### config.mk
export PLATFORM = sky130hd
export DESIGN_NAME = mux_sel_rr_arb
export DESIGN_NICKNAME = d
export VERILOG_FILES = /design/src/rtl/mux_sel_rr_arb.sv
export SDC_FILE = /design/constraint.sdc
export NUM_CORES = 1
export LEC_CHECK = 0
export ABC_AREA = 1
export BUFFER_PORTS_ARGS = -buffer_cell sky130_fd_sc_hd__buf_2
export CORE_AREA = 4 4 47 49
export DETAILED_ROUTE_END_ITERATION = 8
export DIE_AREA = 0 0 51 53
export PLACE_DENSITY = 0.69
export SETUP_SLACK_MARGIN = 0.2
export SLEW_MARGIN = 10
export SYNTH_ARGS = -nofsm -noshare
export SYNTH_HDL_FRONTEND = slang
export SYNTH_SLANG_ARGS = --single-unit
### constraint.sdc
create_clock -name clk_in -period 1.3 [get_ports clk_in]
set_input_delay 0.26 -clock clk_in [delete_from_list [all_inputs] [get_ports clk_in]]
set_output_delay 0.26 -clock clk_in [all_outputs]
set_load 0.05 [all_outputs]
### src/rtl/mux_sel_rr_arb.sv
// Round-robin arbiter driving the 2-bit select of a 4:1 data mux.
// A grant is held for up to MAX_BEATS accepted beats while its channel keeps
// requesting. After that the grant rotates, and the current channel becomes
// the lowest priority. sel_out doubles as the round-robin pointer.
module mux_sel_rr_arb #(
    parameter int MAX_BEATS = 4
) (
    input  logic       clk_in,
    input  logic       rst_n_in,
    input  logic [3:0] req_in,
    input  logic       ready_in,
    output logic [1:0] sel_out,
    output logic [3:0] grant_out,
    output logic       valid_out,
    output logic       last_out
);

    localparam logic [3:0] LAST_BEAT = 4'(MAX_BEATS - 1);

    typedef enum logic {
        IDLE  = 1'b0,
        GRANT = 1'b1
    } state_t;

    state_t     state, state_nxt;
    logic [1:0] sel_nxt;
    logic [3:0] grant_nxt;
    logic       valid_nxt;
    logic [3:0] beat_cnt, beat_nxt;

    logic [1:0] winner;
    logic [1:0] cand;
    logic       any_req;

    assign any_req = |req_in;

    // Search sel_out+1, +2, +3, +0. The loop runs from the farthest candidate
    // to the nearest, so the nearest requester is written last and wins.
    always_comb begin
        winner = sel_out;
        cand   = sel_out;
        for (int k = 4; k >= 1; k--) begin
            cand = sel_out + 2'(k);
            if (req_in[cand]) winner = cand;
        end
    end

    // Next-state and next-register values. Defaults hold everything, which
    // covers both IDLE with no request and backpressure.
    always_comb begin
        state_nxt = state;
        sel_nxt   = sel_out;
        grant_nxt = grant_out;
        valid_nxt = valid_out;
        beat_nxt  = beat_cnt;
        unique case (state)
            IDLE: begin
                if (any_req) begin
                    state_nxt = GRANT;
                    sel_nxt   = winner;
                    grant_nxt = 4'b0001 << winner;
                    valid_nxt = 1'b1;
                    beat_nxt  = 4'd0;
                end
            end
            GRANT: begin
                if (ready_in && req_in[sel_out] && (beat_cnt < LAST_BEAT)) begin
                    beat_nxt = beat_cnt + 4'd1;
                end else if (ready_in || !req_in[sel_out]) begin
                    // Accepted last beat, or the owner withdrew: re-arbitrate.
                    if (any_req) begin
                        sel_nxt   = winner;
                        grant_nxt = 4'b0001 << winner;
                        valid_nxt = 1'b1;
                        beat_nxt  = 4'd0;
                    end else begin
                        state_nxt = IDLE;
                        grant_nxt = 4'b0000;
                        valid_nxt = 1'b0;
                        beat_nxt  = 4'd0;
                    end
                end
            end
            default: state_nxt = IDLE;
        endcase
    end

    // State and output registers. Reset leaves the pointer at 3 so that
    // channel 0 is preferred first.
    always_ff @(posedge clk_in or negedge rst_n_in) begin
        if (!rst_n_in) begin
            state     <= IDLE;
            sel_out   <= 2'b11;
            grant_out <= 4'b0000;
            valid_out <= 1'b0;
            beat_cnt  <= 4'd0;
        end else begin
            state     <= state_nxt;
            sel_out   <= sel_nxt;
            grant_out <= grant_nxt;
            valid_out <= valid_nxt;
            beat_cnt  <= beat_nxt;
        end
    end

    // Final-beat flag. It depends only on registers.
    assign last_out = valid_out && (beat_cnt == LAST_BEAT);

endmodule
# Word-level counts from Yosys, hierarchy flattened
# Index checks and enable logic that the tools add are counted.
# totals
regBits	12
in_bits	7
out_inout_bits	8
# op_classes
shift	1
n_lt_le_gt_ge	5
reduce_logical	9
n_eq_ne	5
n_addsub	4
bitwise_logic	1
muxes	32
# op_table
cell	n
$mux 4	7
$pmux 4 s2	2
$lt 2x3->1 const B	4
$mux 2	6
$mux 1	10
$bmux 1 s2	4
$add 2x2->2 const B	2
$add 4x1->4 const B	1
$eq 4x2->1 const B	1
$lt 4x2->1 const B	1
$ne 2x2->1 const B	2
$pmux 1 s2	2
$pmux 2 s2	1
$reduce_and 2->1	2
$reduce_or 4->1	1
$shl 1x2->4 const A	1
$logic_and 1x1->1	3
$ne 3x1->1 const B	1
$reduce_and 3->1	1
$add 2x1->2 const B	1
$ne 2x1->1 const B	1
$logic_not 1->1	1
$logic_or 1x1->1	1
$not 1->1	1

# Depth between registers and ports, before layout
# Gate-level depths: netlist (run 1).
# depth
depth_word	11
ltp_mapped	11
ltp_nobuf	11

# Worst setup path after synthesis (run 1)
# Ideal clock, no wire load.
# synth_timing
path_kind	reg2out
start	register valid_out
end	output port last_out
t_required_ns	1.040
path_slack_ns	-0.353
arrival_ns	1.393
path_stages_with_launch	3
cell_sequence	dfrtp_1 nand2_1 nor2_1
# synth_between
elab_chain_cells	1
# synth_lines
item	line_no	text
from (decl)	14	output logic valid_out,
from (signal assigned)	101	valid_out <= valid_nxt;
$logic_and 1x1->1	107	assign last_out = valid_out && (beat_cnt == LAST_BEAT);
to (decl)	15	output logic last_out
# Every way passes these cells.

# Worst setup path after layout (run 1)
# layout_timing
start	register sel_out[0]
end	register sel_out[0]
# layout_between
elab_chain_cells	10
# layout_lines
item	line_no	text
from (decl)	12	output logic [1:0] sel_out,
from (signal assigned)	99	sel_out <= sel_nxt;
$add 2x2->2	43	cand = sel_out + 2'(k);
$bmux 1 s2	44	if (req_in[cand]) winner = cand;
$mux 1 (implied by the code)	44	
$mux 2 (3 in a row)	44	
$mux 2	58, 71	
$mux 2	69	end else if (ready_in || !req_in[sel_out]) begin
$mux 2	67	if (ready_in && req_in[sel_out] && (beat_cnt < LAST_BEAT)) begin
$pmux 2 s2	56	unique case (state)
# Several ways; a longest one is shown, not always the timed one. The select of a mux whose other input is x is not followed.
# A chain may end at the register's enable or synchronous reset.

==> results of run 1 <==
[worst register-to-register path, delay by kind of cell (launching register included)]
| kind | cells | cell delay [ps] |
|---|---|---|
| AND/OR/NAND/NOR | 8 | 570 |
| flip-flops | 1 | 670 |
| buffers and inverters | 2 | 180 |
| AO/OA/AOI/OAI | 1 | 70 |
[power by group]
part	leakage, nW	switching (mW)	internal [mW]
sequential	0.149	0.139	0.543
clock	0.0210	0.145	0.171
combinational	0.487	1.39	0.906
[state kept, by name (all words and copies together), names as in the netlist]
register and flops:
sel_out 2, state 1, valid_out 1, grant_out 4, beat_cnt 4
[logic make-up (layout without fill, tap and decap cells)]
group	after synthesis	in the layout	share of synthesized area [%]
buffers and inverters	19	52	10.2
AND/OR/NAND/NOR	77	77	43.4
flip-flops	12	12	37.3
adder cells (fa/ha/maj)	1	1	1.54
AO/OA/AOI/OAI	10	10	7.56
[area by class of cell]
cell class                      count  area (um^2)  area share [%]
Timing Repair Buffer               31          262            21.3
Multi-Input combinational cell     88          522            42.4
Tap cell                           27         33.8            2.75
Sequential cell                    12          310            25.2
Inverter                           17         66.3            5.39
Clock buffer                        4         36.3            2.95
[placed cells by master (no fill, tap or decap), drive strengths merged]
master,count
nor2,6
dfstp,2
buf,30
dlygate4sd3,1
a21oi,1
nand4,1
inv,17
clkbuf,4
ha,1
o21ai,9
nand3,14
nand2,55
or2,1
dfrtp,10
[metal layers]
layer	vias up	part of all wire (%)	global-route usage, %
met5	-	0	0
met4	0	2.3	9.87
met3	6	3.5	2.82
met2	21	53	27.7
met1	401	41	19.2
li1	434	-	-
[repair_timing]
action,4_1_cts,5_1_grt
gates resized for setup,34,12
hold buffers,1,0
buffers inserted,5,5
endpoints found under the setup margin,19,19
hold endpoints to repair,10,0
pin swaps,13,8
[worst paths after layout]
path,startpoint,to,slack [ps],cells past startpoint
worst min-delay path,ready_in,beat_cnt[0],300,3
max in group asynchronous,rst_n_in,sel_out[1],650,2
min in group asynchronous,rst_n_in,beat_cnt[0],370,2
worst max-delay path,sel_out[0],sel_out[0],-260,11
worst max register to register,sel_out[0],sel_out[0],-260,11
worst min register to register,grant_out[3],grant_out[3],500,2
==> key figures, run 1 <==
Clocking
  – Clk sinks: 12
  – CTS max path bufs: 2
  – Clock root cell: clkbuf_4
  – Clock Latency Late Sink: 280 ps
  – CTS tree: done
  – CTS clk-pin slew, worst paths: 90 ps
  – CTS Buf Count: 3
  – CTS H-tree lvls: 1

Synth
  – Syn nets: 127
  – Main synth FF type: dfrtp_1
  – Gate Count Post-Synth: 119
  – Synthesis warning total: 0
  – Yosys top cell by area: dfrtp_1
  – Avg Inst Size Synth: around 7 um^2
  – Synth top cells by count: nand2_1, inv_1, nand3_1, dfrtp_1, nand2_2
  – Area contributors post-synth: dfrtp_1, nand2_1, nand3_1, dfstp_2, inv_1
  – Count leader, synth: nand2_1
  – Post-synth design cell area: 811 um^2
  – Post-synthesis sequential area ratio: 37.3%
  – Synth top area share: 30.9%
  – Seq cells post-synth: 12
  – Unique masters post-synth: 18
  – Post-synth EDFFs: 0
  – Post-synth ARST share: 100%

Critical path
  – Worst stage delay on the critical path: 670 ps
  – Largest delay share family, worst path: flip-flops
  – Path type of the worst setup path: reg2reg
  – Buf/Inv on CP: 2
  – Cell mode on critical path: nand2_2
  – Worst path slowest cell: dfstp_4
  – CP Launch Type: flip-flop
  – CP Capture Type: flip-flop
  – Worst Path Max Fanout: 6
  – Worst Path Required: 1520 ps
  – Crit path DAT: ~1800 ps
  – CP Cell Sequence: buf_6 -> nand2_4 -> nand2_2 -> nand2_2 -> nand2_2 -> inv_2 -> nand2_2 -> nand3_2 -> nand2_2 -> nand2_1 -> o21ai_2

Global routing
  – Initial antenna violation count: 0
  – Congestion Overflow GR: 0
  – Vias in the first global route: 782
  – Largest net degree at the start of global routing: 13
  – First-pass GRT wire length: 3320 um
  – GRT Util Overall: 16.4%

Status
  – Status: finished, violations left
  – Failing checks: setup timing

Cells and area
  – Diode count: 0
  – P&R area growth vs syn: 51.7%
  – Nets: between 150 and 200
  – Share of cells above drive strength 1: between 50% and 60%
  – Post-Layout Cell Count: 179
  – Cell area after layout: 1230 um^2
  – FILL cells: 168
  – Final Util: 66.1%

Timing
  – Max Slew Vio Count: 0
  – Hold WS: 302 ps
  – Setup TNS: -2480 ps
  – Fmax: 642 MHz
  – Final min period: 1560 ps
  – Slew HR: 81.5%
  – Final period util: 120%
  – Setup Viol. Count Final: 14
  – PnR worst setup slack: -259 ps
  – Worst Skew: 4.29 ps
  – Fin. Hold Viols: 0
  – Unrepaired setup endpoints after global routing: yes
  – Slew @ Worst Pin: 278 ps

Run
  – Max_cap viols: 0

Placed design
  – Post-DP HPWL: 1320 um
  – DP Worst Slack: -279 ps
  – Final GP Congestion: 0.872
  – Placed inst area: 968 um^2
  – IO Port Bufs: 14
  – Placed Instances: 164

Worst hold path
  – Hold Crit Class: in2reg

Route
  – Pre-Repair DR Iteration Count: 4
  – WL final: 2000 um
  – Via density: about 4.8
  – DR WL/cell: 11.2 um
  – Residual DRC: 0
  – Total number of vias: between 800 and 900
  – 1st-iter DRT viols: 15
  – Final antenna-violating net count: 0

Floorplanning
  – Core outline area: 1860 um^2
  – DIE WIDTH: around 51 um
  – Starting Density: between 40% and 50%
  – IO Count: 15
  – Die Ht: 53 um
  – Area of the die: 2700 um^2
  – Row count: 16

Pwr
  – Pleak: 0.657 nW
  – Tot Pwr: 3.29 mW
  – Worst vdd ir: around 0.0019 V
  – Pwr dens: 2680 nW/um^2
No activity file was read; power rests on OpenSTA's default activity.
==> run 2: changes to the inputs <==
--- a/config.mk
+++ b/config.mk
@@ -10,7 +10,7 @@
 export CORE_AREA = 4 4 47 49
 export DETAILED_ROUTE_END_ITERATION = 8
 export DIE_AREA = 0 0 51 53
-export PLACE_DENSITY = 0.69
+export PLACE_DENSITY = 0.71
 export SETUP_SLACK_MARGIN = 0.2
 export SLEW_MARGIN = 10
 export SYNTH_ARGS = -nofsm -noshare
==> constraint.sdc (replaced) <==
create_clock -name clk_in -period 1.3 [get_ports clk_in]
set_input_delay 0.13 -clock clk_in [delete_from_list [all_inputs] [get_ports clk_in]]
set_output_delay 0.13 -clock clk_in [all_outputs]
set_load 0.05 [all_outputs]
==> run 2 against run 1 <==
The flow still finishes with violations (setup timing). Power rose by 1.4%. Non-clock buffer count fell by 1. Critical path depth fell by 1. Worst setup slack got worse by 3.4 ps. Critical path type unchanged. Critical endpoint is now grant_out[3].
==> key figures, run 2 (synthesis gave the netlist of run 1 again) <==
Clocking
  – CTS Buf Count: 3 (unchanged)
  – CTS clk-pin slew, worst paths: 80 ps (was 90 ps)
  – Clock Latency Late Sink: 280 ps (about the same)
  – CTS tree: done (unchanged)
  – Clock root cell: clkbuf_4 (unchanged)
  – CTS max path bufs: 2 (unchanged)
  – Clk sinks: 12 (unchanged)
  – CTS H-tree lvls: 1 (unchanged)

Global routing
  – Vias in the first global route: 756 (was 782)
  – Largest net degree at the start of global routing: 13 (unchanged)
  – Initial antenna violation count: 0 (unchanged)
  – Congestion Overflow GR: 0 (unchanged)
  – GRT Util Overall: 15.5% (was 16.4%)
  – First-pass GRT wire length: 3130 um (was 3320 um)

Placed design
  – Placed Instances: 164 (unchanged)
  – Post-DP HPWL: 1410 um (was 1320 um)
  – Placed inst area: 975 um^2 (was 968 um^2)
  – Final GP Congestion: 0.857 (was 0.872)
  – IO Port Bufs: 14 (unchanged)

Worst hold path
  – Hold Path Stages: 3 (unchanged)
  – Hold Crit Class: in2reg (unchanged)

Critical path
  – Worst Path Max Fanout: 6 (unchanged)
  – CP Capture Type: flip-flop (unchanged)
  – Crit path DAT: 1730 ps (was 1780 ps)
  – R2r worst-path depth: 10 (was 11)
  – Path type of the worst setup path: reg2reg (unchanged)
  – CP Launch Type: flip-flop (unchanged)
  – Worst Path Required: 1470 ps (was 1520 ps)

Pwr
  – Worst vdd ir: 0.00154 V (was 0.00188 V)
  – Pwr dens: 2710 nW/um^2 (was 2680 nW/um^2)
  – Pleak: 0.656 nW (was 0.657 nW)

Cells and area
  – Most common cell after layout, fill and taps aside: nand2_1 (unchanged)
  – Diode count: 0 (unchanged)
  – Post-Layout Cell Count: 178 (was 179)
  – Cell area after layout: 1230 um^2 (unchanged)
  – Largest regs: beat_cnt: 4 flops, grant_out: 4 flops, sel_out: 2 flops (unchanged)
  – Nets: 160 (was 161)
  – P&R area growth vs syn: 51.7% (unchanged)
  – Commonest non-fill, non-tap cells in the layout: nand2_1, nand2_2, inv_1, buf_2, buf_4 (was nand2_1, nand2_2, buf_4)
  – Final Util: 66.1% (unchanged)
  – Share of cells above drive strength 1: 53.6% (was 51.3%)

Floorplanning
  – Starting Density: 43.5% (unchanged)
  – Die Ht: 53 um (unchanged)
  – Core outline area: 1860 um^2 (unchanged)
  – IO Count: 15 (unchanged)
  – Row count: 16 (unchanged)
  – Area of the die: 2700 um^2 (unchanged)
  – DIE WIDTH: 51 um (unchanged)

Route
  – Residual DRC: 0 (unchanged)
  – Total number of vias: 853 (was 862)
  – DR WL/cell: 11.7 um (was 11.2 um)
  – Pre-Repair DR Iteration Count: 4 (unchanged)
  – Final antenna-violating net count: 0 (unchanged)
  – Via density: 4.79 (was 4.82)
  – 1st-iter DRT viols: 13 (was 15)
  – WL final: 2080 um (was 2000 um)

Timing
  – Fmax: 640 MHz (was 642 MHz)
  – Slew HR: 81.7% (was 81.5%)
  – Final period util: 120% (about the same)
  – Setup Viol. Count Final: 13 (was 14)
  – Final min period: 1560 ps (about the same)
  – Fin. Hold Viols: 0 (unchanged)
  – Slew @ Worst Pin: 275 ps (was 278 ps)
  – Worst Skew: 1.57 ps (was 4.29 ps)
  – PnR worst setup slack: -262 ps (was -259 ps)
  – Max Slew Vio Count: 0 (unchanged)
  – Unrepaired setup endpoints after global routing: yes (unchanged)

Status
  – Failing checks: setup timing (unchanged)
  – Status: finished, violations left (unchanged)

Run
  – Max_cap viols: 0 (unchanged)
-- run 2: critical path: stages, from the launching register on --
cell,delay [ps]
dfstp_4,700
buf_6,130
nand2_1,60
nand2_2,100
nand2_2,80
nand2_4,80
nand2_4,60
nand3_2,60
nand2_2,70
nand3_2,70
nand2_1,50
-- run 2: stage by stage --
stage	setup TNS [ps]	hold slack, ps	power, mW	worst slack (ps)
floorplan	-2290	-166	2.05	-257
global placement	-2130	16.3	2.35	-260
detailed placement	-2570	18.7	2.41	-303
CTS	-2290	153	3.03	-235
global route	-3570	198	3.59	-352
finish	-2430	161	3.34	-262
-- run 2: final cells by class --
cell class	instances	area, um^2
well taps	27	33.8
fillers	165	632
inverters	17	68.8
repair buffers	30	234
multi-input cells	88	546
flip-flops and latches	12	312
clock buffers	4	36.3
-- run 2: timing repair --
item,CTS,global route
setup buffers,6,3
hold endpoints to repair,12,0
pin swaps,7,13
setup endpoints to repair,14,14
gates resized for setup,23,23
hold buffers,1,0
-- run 2: worst paths after layout --
path / start / to / slack, ps
max: sel_out[0] / grant_out[3] / -260
min in group asynchronous: rst_n_in / grant_out[0] / 250
max reg2reg: sel_out[0] / grant_out[3] / -260
max in group asynchronous: rst_n_in / sel_out[0] / 780
min: req_in[3] / state / 160
min reg2reg: grant_out[1] / grant_out[1] / 490
-- run 2: power by group --
part / internal, mW / leakage [nW] / switching [mW]
clock network: 0.170 / 0.0210 / 0.129
registers: 0.545 / 0.148 / 0.141
logic: 0.891 / 0.487 / 1.46
-- run 2: routing by layer --
layer	vias up	track usage, %	routed length [um]	share of wire [%]
met5	-	0	0	0
met4	0	8.07	41	2.0
met3	4	1.69	67	3.2
met2	23	29.0	1120	54
met1	391	17.1	850	41
li1	435	-	-	-
